File: config.mk
export PLATFORM = sky130hd
export DESIGN_NAME = fp6_reduce_sched
export DESIGN_NICKNAME = d
export VERILOG_FILES = /design/src/rtl/fp6_reduce_sched.sv
export SDC_FILE = /design/constraint.sdc
export NUM_CORES = 1
export LEC_CHECK = 0
export ABC_CLOCK_PERIOD_IN_PS = 5290
export CAP_MARGIN = 20
export CORE_AREA = 3 3 210 212
export CTS_CLUSTER_DIAMETER = 40
export DETAILED_ROUTE_END_ITERATION = 16
export DIE_AREA = 0 0 213 215
export GPL_TIMING_DRIVEN = 1
export HOLD_SLACK_MARGIN = 0.12
export SETUP_SLACK_MARGIN = 0.5
export SLEW_MARGIN = 10
export SYNTH_ARGS = -nofsm -noshare
export SYNTH_HDL_FRONTEND = slang
export SYNTH_SLANG_ARGS = --single-unit
File: constraint.sdc
create_clock -name clk -period 5.29 [get_ports clk]
set_input_delay 0.529 -clock clk [delete_from_list [all_inputs] [get_ports clk]]
set_output_delay 0.529 -clock clk [all_outputs]
set_load 0.01 [all_outputs]
File: src/rtl/fp6_reduce_sched.sv
// fp6_reduce_sched: round-robin scheduler sharing one FP6 adder tree and accumulator among requesters
module fp6_reduce_sched #(
  parameter int NUM_REQ = 4,
  parameter int BETA = 16,
  parameter int ADD_DATAWIDTH = 6,
  parameter int MAX_BEATS = 64,
  parameter int ID_W = $clog2(NUM_REQ),
  parameter int CNT_W = $clog2(MAX_BEATS + 1)
) (
  input  logic                                    clk,
  input  logic                                    rst_n,
  input  logic [NUM_REQ-1:0]                      req_valid,
  output logic [NUM_REQ-1:0]                      req_ready,
  input  logic [NUM_REQ*BETA*ADD_DATAWIDTH-1:0]   req_data,
  input  logic [NUM_REQ-1:0]                      req_last,
  output logic [BETA*ADD_DATAWIDTH-1:0]           tree_idata,
  input  logic [ADD_DATAWIDTH-1:0]                tree_odata,
  output logic [ADD_DATAWIDTH-1:0]                acc_a,
  output logic [ADD_DATAWIDTH-1:0]                acc_b,
  input  logic [ADD_DATAWIDTH-1:0]                acc_o,
  output logic                                    res_valid,
  input  logic                                    res_ready,
  output logic [ADD_DATAWIDTH-1:0]                res_data,
  output logic [ID_W-1:0]                         res_id,
  output logic [CNT_W-1:0]                        res_beats,
  output logic                                    res_ovf
);
  localparam int BW = BETA * ADD_DATAWIDTH;
  typedef enum logic [1:0] {IDLE, RUN, OUT} state_t;
  state_t state, state_nxt;
  logic [ID_W-1:0] rr_ptr, grant, gnt_nxt, grant_inc;
  logic [ID_W:0] idx;
  logic [ADD_DATAWIDTH-1:0] acc;
  logic [BW-1:0] in_reg;
  logic [CNT_W-1:0] cnt;
  logic in_vld, term, ovf, hs, fin, found, cnt_last;
  assign fin = state == RUN && in_vld && term;
  assign req_ready = (state == RUN && !(in_vld && term)) ? {{(NUM_REQ-1){1'b0}}, 1'b1} << grant : '0;
  assign hs = req_valid[grant] && req_ready[grant];
  assign cnt_last = cnt == CNT_W'(MAX_BEATS - 1);
  assign grant_inc = (grant == ID_W'(NUM_REQ - 1)) ? '0 : grant + ID_W'(1);
  assign res_valid = state == OUT;
  assign tree_idata = in_reg;
  assign acc_a = acc;
  assign acc_b = tree_odata;
  // first valid requester at or after rr_ptr, wrapping
  always_comb begin
    gnt_nxt = rr_ptr;
    found = 1'b0;
    idx = '0;
    for (int i = 0; i < NUM_REQ; i++) begin
      idx = {1'b0, rr_ptr} + (ID_W+1)'(i);
      if (idx >= (ID_W+1)'(NUM_REQ)) idx = idx - (ID_W+1)'(NUM_REQ);
      if (!found && req_valid[idx[ID_W-1:0]]) begin
        found = 1'b1;
        gnt_nxt = idx[ID_W-1:0];
      end
    end
  end
  // next state: grant from IDLE, finish after the terminating beat drains, release on result handshake
  always_comb begin
    state_nxt = state;
    state_nxt = (state == IDLE && found) ? RUN :
                fin ? OUT :
                (state == OUT && res_ready) ? IDLE :
                (state != IDLE && state != RUN && state != OUT) ? IDLE : state;
  end
  // state register
  always_ff @(posedge clk) begin
    if (!rst_n) state <= IDLE;
    else state <= state_nxt;
  end
  // beat capture, accumulation, result latch and round-robin pointer
  always_ff @(posedge clk) begin
    if (!rst_n) begin
      rr_ptr <= '0;
      grant <= '0;
      acc <= '0;
      in_reg <= '0;
      in_vld <= 1'b0;
      cnt <= '0;
      term <= 1'b0;
      ovf <= 1'b0;
      res_data <= '0;
      res_id <= '0;
      res_beats <= '0;
      res_ovf <= 1'b0;
    end else begin
      if (state == IDLE && found) begin
        grant <= gnt_nxt;
        acc <= '0;
        cnt <= '0;
        ovf <= 1'b0;
        term <= 1'b0;
        in_vld <= 1'b0;
      end
      if (state == RUN) begin
        in_vld <= hs;
        if (in_vld) acc <= acc_o;
        if (hs) begin
          in_reg <= req_data[int'(grant)*BW +: BW];
          cnt <= cnt + CNT_W'(1);
          term <= req_last[grant] || cnt_last;
          ovf <= cnt_last;
        end
      end
      if (fin) begin
        res_data <= acc_o;
        res_id <= grant;
        res_beats <= cnt;
        res_ovf <= ovf;
      end
      if (state == OUT && res_ready) rr_ptr <= grant_inc;
    end
  end
endmodule
[Yosys cells after proc, flatten, opt, wreduce, memory -nomap -nowiden]
Cells that the tools add are included.
Storage, ports and cells
  register bits after elaboration: 134
  output and inout port bits: 129
  word-level logic and storage cells: 112
Operators by class
  add/sub/neg operators: 9
  $mul: 1
  order comparisons: 9
  equal/unequal tests: 6
  shifts and indexed selects: 2
  multiplexer cells: 46
  bitwise operators: 1
  reduce and logical (&&, ||, !) cells: 24
Operators by type and width (number)
  384-bit by 10-bit indexed part select with 96-bit output: 1
  2-bit two-way mux: 12
  7-bit two-way mux: 3
  1-bit two-way mux: 20
  6-bit two-way mux: 3
  2-bit by 3-bit < comparator with 1-bit output, second input constant: 5
  1-bit binary-select mux with 2-bit select: 7
  1-bit logical AND: 12
  3-bit greater-or-equal comparator, second input constant: 3
  2-bit by 1-bit subtractor with 2-bit output, second input constant: 4
  7-bit by 1-bit adder with 7-bit output, second input constant: 1
  7-bit by 6-bit == test with 1-bit output, second input constant: 1
  2-bit by 2-bit adder with 3-bit output, second input constant: 2
  2-bit == test, second input constant: 2
  1-bit logical NOT: 4
  2-bit by 2-bit multiplier with 4-bit output, second input constant: 1
  4-bit two-way mux: 1
  2-bit nonzero test: 2
  4-bit nonzero test: 1
  1-bit by 2-bit left shift with 4-bit output, first input constant: 1
  2-bit by 1-bit adder with 3-bit output, second input constant: 1
  2-bit by 3-bit greater-or-equal comparator with 1-bit output, second input constant: 1
  3-bit nonzero test: 1
  2-bit by 1-bit adder with 2-bit output, second input constant: 1
  8 further kinds: 8

[Depth between registers and ports, before layout]
Gate-level depths: netlist of the first run.
  depth after elaboration: 18
  mapped depth: 10
  depth with buffers taken out: 6

[Worst setup path before layout of the first run]
Ideal clock, no wire load.
  path type: register to register
  start: reg grant[1]
  end: reg in_reg[0] (netlist: tree_idata[0])
  library setup time: 0.070 ns
  arrival time: 2.313 ns
  required time: 5.220 ns
  slack: 2.906 ns
  cell stages (with the launch flop): 11
  buffers on the path: 4
  path through: dfxtp_1 buf_2 buf_1 inv_1 ha_1 nand3b_1 a2111o_1 buf_2 buf_1 nand3_1 a21oi_1
On the way
  cells in the longest elaborated chain, start to end: 6
RTL lines
  start, declared: RTL line 31  | logic [ID_W-1:0] rr_ptr, grant, gnt_nxt, grant_inc;
  start signal, assigned: RTL line 90  | grant <= gnt_nxt;
  branches (longest 6 deep; another with 2-bit by 2-bit multiplier with 4-bit output)
  end signal, assigned: RTL line 101  | in_reg <= req_data[int'(grant)*BW +: BW];
  end, declared: RTL line 34  | logic [BW-1:0] in_reg;
Several ways; the timed one is not identified. The select of a mux whose other input is x is not followed.
A chain may end at the register's enable or synchronous reset.

[Final worst setup path of the first run]
  start: reg grant[1]
  end: reg cnt[6]
On the way
  cells in the longest elaborated chain, start to end: 7
RTL lines
  1-bit by 2-bit left shift with 4-bit output: RTL line 38  | assign req_ready = (state == RUN && !(in_vld && term)) ? {{(NUM_REQ-1){1'b0}}, 1'b1} << grant : '0;
  4-bit two-way mux: RTL line 38
  1-bit binary-select mux with 2-bit select: RTL line 39  | assign hs = req_valid[grant] && req_ready[grant];
  1-bit two-way mux (implied by the code): RTL line 39
  1-bit logical AND (*): RTL line 39
  7-bit two-way mux (*): RTL line 100  | if (hs) begin
  7-bit two-way mux (*): RTL line 97  | if (state == RUN) begin
  end signal, assigned: RTL line 102  | cnt <= cnt + CNT_W'(1);
  end, declared: RTL line 35  | logic [CNT_W-1:0] cnt;
Mark *: on every way between the ends. The rest lies on a longest branch, timed or not. The select of a mux whose other input is x is not followed.

==> run metrics, run 1 <==
run status finished clean; critical path startpoint category flip-flop; Util after Layout 33.0%; post-DR vias/cell 4.67; # diodes 0; worst slew pin tran roughly 1.1 ns; Num CTS Buffers 17; Post-Syn Area 7660 µm²; CP Cell Sequence inv_1, ha_1, nand3b_1, a2111oi_4, buf_4, o21ai_0, a31oi_1; Seq cells post-synth 134; CP peak stage delay roughly 0.74 ns; power per cell area 223 nW/µm²; Fin. Hold Viols 0; num ports 536; multi-input logic area 4590 µm²; register area 2690 µm²; layout cells sized above 1 11.8%; minimum clock period slightly above 3 ns; fillers 4302; slowest stage cell, crit path buf_4; setup TNS 0 ns; largest net degree at the start of global routing 105; reg2reg setup slack between 2 and 2.5 ns; clk slew on worst S/H paths 0.07 ns; syn_nets 1193; RSZ-0062 raised after global routing false; first-pass GRT wire length around 53000 µm; FMAX 331 MHz; row count 75; worst r2r path cells 7; die area 45800 µm²; PostCTS Resize Cnt 0; Via Count roughly 8400; number of enable flip-flop cells after synthesis 0; root buf cell clkbuf_16; post-detail-place hpwl 27300 µm; class of the worst hold path reg -> reg; routability cong. 0.962; Yosys cell types 39; gr usage total 15.1%; fin crit share 57.1%; DP Area 13300 µm²; Max-Cap Viols 0; vias in the first global route roughly 8700; initial DRC count 531; Worst R2R End cnt[6]$_SDFF_PN0_; PortBufs 523; Gate Count Post-Synth 781; Worst EP required 5.64 ns; CTS sink count 134; Critical Path Fanout Max 104; Initial Util 18.2%; Area growth, synth to finish 81.6%; post-route cell area 13900 µm²; Seq/Total Area, Yosys 35.0%; Antenna Nets Post-Route 0; Slew headroom 24.6%; H-tree depth 4; core area roughly 42000 µm²; Post-synth ARST share 0%; initial antenna violation count 1; drt first pass iters 5; CP Capture Point cnt[6]$_SDFF_PN0_; critical path class reg -> reg; DR DRC count 0; clock latency on the worst-skew pair about 0.43 ns; worst r2r src grant[1]$_SDFFE_PN0P_; # Post-CTS Setup Buffers 0; Hold Buf Count CTS 0; Avg WL per Cell 19.7 µm; worst vdd ir 174 µV; Yosys warnings 0; clock skew 0.0113 ns; final wirelength 35400 µm; static leakage between 4 and 5 nW; Die W between 200 and 250 µm; GR Overflow Total 0; Post-synth top flop dfxtp_1; max-slew violations 0; CTS tree built; element type at the critical path end flip-flop; Max clock buf depth 2; syn_area_per_cell between 9 and 10 µm²; Critical Path Source grant[1]$_SDFFE_PN0P_; CP arrival 3.37 ns; Final Setup Violations 0; nets@finish between 1500 and 2000; die height between 200 and 250 µm
==> registers in the layout, indices dropped and copies added (netlist names) <==
signal and cells:
acc_a 6, cnt 7, grant 2, in_vld 1
ovf 1, res_beats 7, res_data 6, res_id 2
res_ovf 1, rr_ptr 2, state 2, term 1
tree_idata 96
==> worst min-delay path by stage <==
stage	depth (start not counted)	from	endpoint	slack, ns
after global placement	2	ovf$_SDFF_PN0_	res_ovf$_SDFFE_PN0P_	0.44
final	2	ovf$_SDFF_PN0_	res_ovf$_SDFFE_PN0P_	0.45
after detailed placement	2	ovf$_SDFF_PN0_	res_ovf$_SDFFE_PN0P_	0.44
after floorplan	2	ovf$_SDFF_PN0_	res_ovf$_SDFFE_PN0P_	0.43
after CTS	2	ovf$_SDFF_PN0_	res_ovf$_SDFFE_PN0P_	0.45
after global routing	2	res_data[1]$_SDFFE_PN0P_	res_data[1]$_SDFFE_PN0P_	0.48
==> worst max-delay path, delay by kind of cell, from the launching register on <==
family                     cells  cell delay [ns]
buffers and inverters          2             0.92
AOI/OAI and AO/OA              3             0.88
DFF                            1             0.59
adders and majority gates      1             0.18
and+or+nand+nor                1             0.15
==> logic make-up (layout without fill, tap and decap cells) <==
family                   count (synthesis)  count (layout)  share of synthesized area [%]
AO/OA/AOI/OAI                          246             246                           17.0
AND/OR/NAND/NOR                        204             204                           13.2
adder cells (fa/ha/maj)                  5               5                          0.817
multiplexers                            97              97                           28.5
buffers and inverters                   95             568                           5.37
flip-flops                             134             134                           35.0
==> through the flow <==
stage          total power, mW  worst slack, ns  cells  hold WS (ns)
6_report                  3.10             2.27   1793         0.453
5_1_grt                   3.25             2.03   1793         0.481
4_1_cts                   3.17             2.20   1792         0.455
3_5_place_dp              1.84             2.20   1760         0.445
3_3_place_gp              1.84             2.25   1760         0.444
2_1_floorplan             1.39             2.91    781         0.432
==> per-layer routing <==
layer,part of all wire (%),vias up,global-route usage (%)
met5,0,-,0
li1,-,3902,-
met4,3.0,0,5.99
met3,6.4,46,3.37
met2,50,352,25.3
met1,41,4075,18.7
==> layout make-up <==
class                      count  share of cell area [%]
clock buffer                  18                    3.16
clock inverter                14                    1.33
inverter                       3                  0.0989
multi-input combinational    552                    33.0
sequential                   134                    19.3
tap                          539                    4.85
timing repair buffer         533                    38.3
==> Yosys cell counts, drive strengths merged, types with 2 or more instances <==
cell type | count | share of area (%)
nor3 | 4 | 0.26
and3b | 2 | 0.23
o221ai | 2 | 0.23
or3b | 2 | 0.23
nor2b | 6 | 0.49
buf | 45 | 2.9
inv | 2 | 0.098
o22ai | 4 | 0.33
nor2 | 4 | 0.20
nand4 | 5 | 0.41
dfxtp | 134 | 35
and3 | 7 | 0.57
nand2 | 52 | 2.5
o211ai | 2 | 0.20
a21oi | 127 | 8.3
mux4 | 97 | 29
nand2b | 6 | 0.49
ha | 5 | 0.82
nand3 | 108 | 7.1
and2 | 2 | 0.16
o21ai | 102 | 6.7
a31oi | 2 | 0.16
clkbuf | 47 | 2.3
==> cells in the final DEF (no fill, tap or decap), types with 2 or more instances in the layout <==
cell type        synthesis  routed
nor3_1                   4       4
o22ai_1                  4       4
clkinv_4                 0       3
nand2_1                 52      52
dfxtp_1                134     132
clkdlybuf4s50_1          0     523
nand4_1                  5       5
and3_1                   7       7
and3b_1                  2       2
a21oi_1                127     127
inv_1                    2       2
mux4_2                  97      97
nor2_1                   4       4
ha_1                     5       5
a31oi_1                  2       2
nor2b_1                  6       6
and2_1                   2       2
o21ai_0                102     102
clkbuf_16                0      17
buf_4                    7       9
o211ai_1                 2       2
or3b_2                   2       2
dfxtp_4                  0       2
nand3_1                108     108
o221ai_1                 2       2
nand2b_1                 6       6
inv_6                    0       6
bufinv_16                0       3
==> power breakdown <==
part,switching [mW],internal (mW),leakage [nW]
Combinational,0.245,0.478,3.08
Sequential,0.0375,1.05,1.09
Clock,0.518,0.769,0.309
No activity file was read; power rests on OpenSTA's default activity.
==> run 2, diff against run 1 <==
--- a/config.mk
+++ b/config.mk
@@ -5,12 +5,12 @@
 export SDC_FILE = /design/constraint.sdc
 export NUM_CORES = 1
 export LEC_CHECK = 0
-export ABC_CLOCK_PERIOD_IN_PS = 5290
+export ABC_CLOCK_PERIOD_IN_PS = 3100
 export CAP_MARGIN = 20
-export CORE_AREA = 3 3 210 212
+export CORE_AREA = 3 3 206 208
 export CTS_CLUSTER_DIAMETER = 40
 export DETAILED_ROUTE_END_ITERATION = 16
-export DIE_AREA = 0 0 213 215
+export DIE_AREA = 0 0 209 211
 export GPL_TIMING_DRIVEN = 1
 export HOLD_SLACK_MARGIN = 0.12
 export SETUP_SLACK_MARGIN = 0.5
==> constraint.sdc (replaced) <==
create_clock -name clk -period 3.1 [get_ports clk]
set_input_delay 0.31 -clock clk [delete_from_list [all_inputs] [get_ports clk]]
set_output_delay 0.31 -clock clk [all_outputs]
set_load 0.01 [all_outputs]
==> run metrics, run 2 (synthesis gave the netlist of run 1 again) <==
critical path class reg -> reg; most common cell after layout, fill and taps aside clkdlybuf4s50_1; critical path startpoint category flip-flop; layout cells sized above 1 12.2% (+0.35 points); H-tree depth 4 (unchanged); element type at the critical path end flip-flop; Power, Total 5.20 mW (+68%); fin crit share 75.4% (+18 points); clock skew 0.00830 ns (-0.00299 ns); gr usage total 14.7% (-0.40 points); static leakage 4.52 nW (+0.91%); Critical Path Fanout Max 55 (-47%); Max-Cap Viols 0 (unchanged); worst r2r path cells 6 (-1); CP arrival 2.70 ns (-0.67 ns); CTS tree built; worst vdd ir 264 µV (+52%); FMAX 428 MHz (+29%); worst hold stages 2 (unchanged); # diodes 0 (unchanged); worst slew pin tran 0.819 ns (-0.311 ns); Num CTS Buffers 17 (unchanged); CTS sink count 134 (unchanged); worst r2r src grant[0]$_SDFFE_PN0P_; nets@finish 1658 (+0.30%); DR DRC count 0 (unchanged); Final Setup Violations 0 (unchanged); Worst EP required 3.46 ns (-2.18 ns); drt first pass iters 4 (-1); power per cell area 372 nW/µm² (+67%); initial antenna violation count 0 (-1); fillers 4158 (-3.3%); GR Overflow Total 0 (unchanged); root buf cell clkbuf_16; class of the worst hold path reg -> reg; PortBufs 523 (unchanged); initial DRC count 497 (-6.4%); setup TNS 0 ns (unchanged); vias in the first global route 8476 (-2.9%); first-pass GRT wire length 49900 µm (-5.6%); num ports 536 (unchanged); post-detail-place hpwl 27400 µm (+0.43%); minimum clock period 2.34 ns (-0.682 ns); Initial Util 18.8% (+0.62 points); final wirelength 34500 µm (-2.4%); highest-count cells in the layout ignoring fill and taps clkdlybuf4s50_1 (523), dfxtp_1 (132), a21oi_1 (127); clock latency on the worst-skew pair 0.43 ns (about the same); post-DR vias/cell 4.68 (+0.29%); run status finished clean; reg2reg setup slack 0.76 ns (-1.51 ns); Inst Count DP 1758 (-0.11%); Worst R2R End tree_idata[32]$_SDFFE_PN0P_; max-slew violations 0 (unchanged); Area growth, synth to finish 82.7%; die height 211 µm (-1.9%); post-route insts no fill 1791 (-0.11%); Via Count 8390 (+0.18%); row count 74 (-1.3%); Critical Path Source grant[0]$_SDFFE_PN0P_; Die W 209 µm (-1.9%); hold_sp ovf$_SDFF_PN0_; Fin. Hold Viols 0 (unchanged); RSZ-0062 raised after global routing false; Hold Path End res_ovf$_SDFFE_PN0P_; Antenna Nets Post-Route 0 (unchanged); die area 44100 µm² (-3.7%); Slew headroom 45.4% (+21 points); routability cong. 0.858 (-11%); Avg WL per Cell 19.3 µm (-2.3%); largest net degree at the start of global routing 105 (unchanged); core area 40700 µm² (-3.3%); Max clock buf depth 2 (unchanged); clk slew on worst S/H paths 0.07 ns (about the same); max reg flops 96 (unchanged)
run 2: worst max-delay path by stage:
stage | to | slack, ns | cells past startpoint
after global routing | tree_idata[32]$_SDFFE_PN0P_ | 0.60 | 7
after detailed placement | tree_idata[32]$_SDFFE_PN0P_ | 0.61 | 6
after floorplan | tree_idata[0]$_SDFFE_PN0P_ | 0.72 | 10
after global placement | tree_idata[32]$_SDFFE_PN0P_ | 0.68 | 6
after CTS | tree_idata[32]$_SDFFE_PN0P_ | 0.60 | 6
final | tree_idata[32]$_SDFFE_PN0P_ | 0.76 | 6
run 2: timing repair:
| item | in CTS | in global routing |
|---|---|---|
| setup buffers | 0 | 1 |
| gates resized for setup | 0 | 0 |
| hold endpoints to repair | 0 | 0 |
| hold buffers | 0 | 0 |
| setup endpoints to repair | 0 | 11 |
run 2: layout make-up:
| class | instances | area, µm² | share of cell area, % |
|---|---|---|---|
| Clock buffer | 18 | 439 | 3.14 |
| Clock inverter | 14 | 155 | 1.11 |
| Inverter | 3 | 13.8 | 0.0984 |
| Multi-Input combinational cell | 552 | 4590 | 32.8 |
| Sequential cell | 134 | 2690 | 19.2 |
| Tap cell | 532 | 666 | 4.76 |
| Timing Repair Buffer | 538 | 5440 | 38.9 |
run 2: metal layers:
layer  up-vias  track usage [%]  routed length, µm
met4         0             4.83                775
met3        35             3.42               1980
met5         -                0                  0
met1      4121             18.4              14300
li1       3917                -                  -
met2       317             25.2              17500
run 2: worst max-delay path, cell delays in order, from the launching register on:
cell and delay, ns:
dfxtp_4 0.47, ha_1 0.23, and3_1 0.25, o2111a_4 0.63
buf_12 0.28, o21ai_0 0.14, a21oi_1 0.15
run 2: per-stage QoR:
stage	worst slack [ns]	hold slack [ns]	utilization (%)	area (µm²)
floorplan	0.716	0.432	-	7660
global placement	0.680	0.444	32.8	13400
detailed placement	0.615	0.448	32.8	13400
CTS	0.603	0.423	34.3	14000
global route	0.604	0.449	34.3	14000
finish	0.763	0.456	34.3	14000
run 2: report_power, final:
| group | total (mW) | internal (mW) | switching [mW] |
|---|---|---|---|
| sequential | 1.84 | 1.79 | 0.0445 |
| clock | 2.09 | 1.17 | 0.918 |
| combinational | 1.28 | 0.831 | 0.449 |
| total | 5.20 | 3.79 | 1.41 |
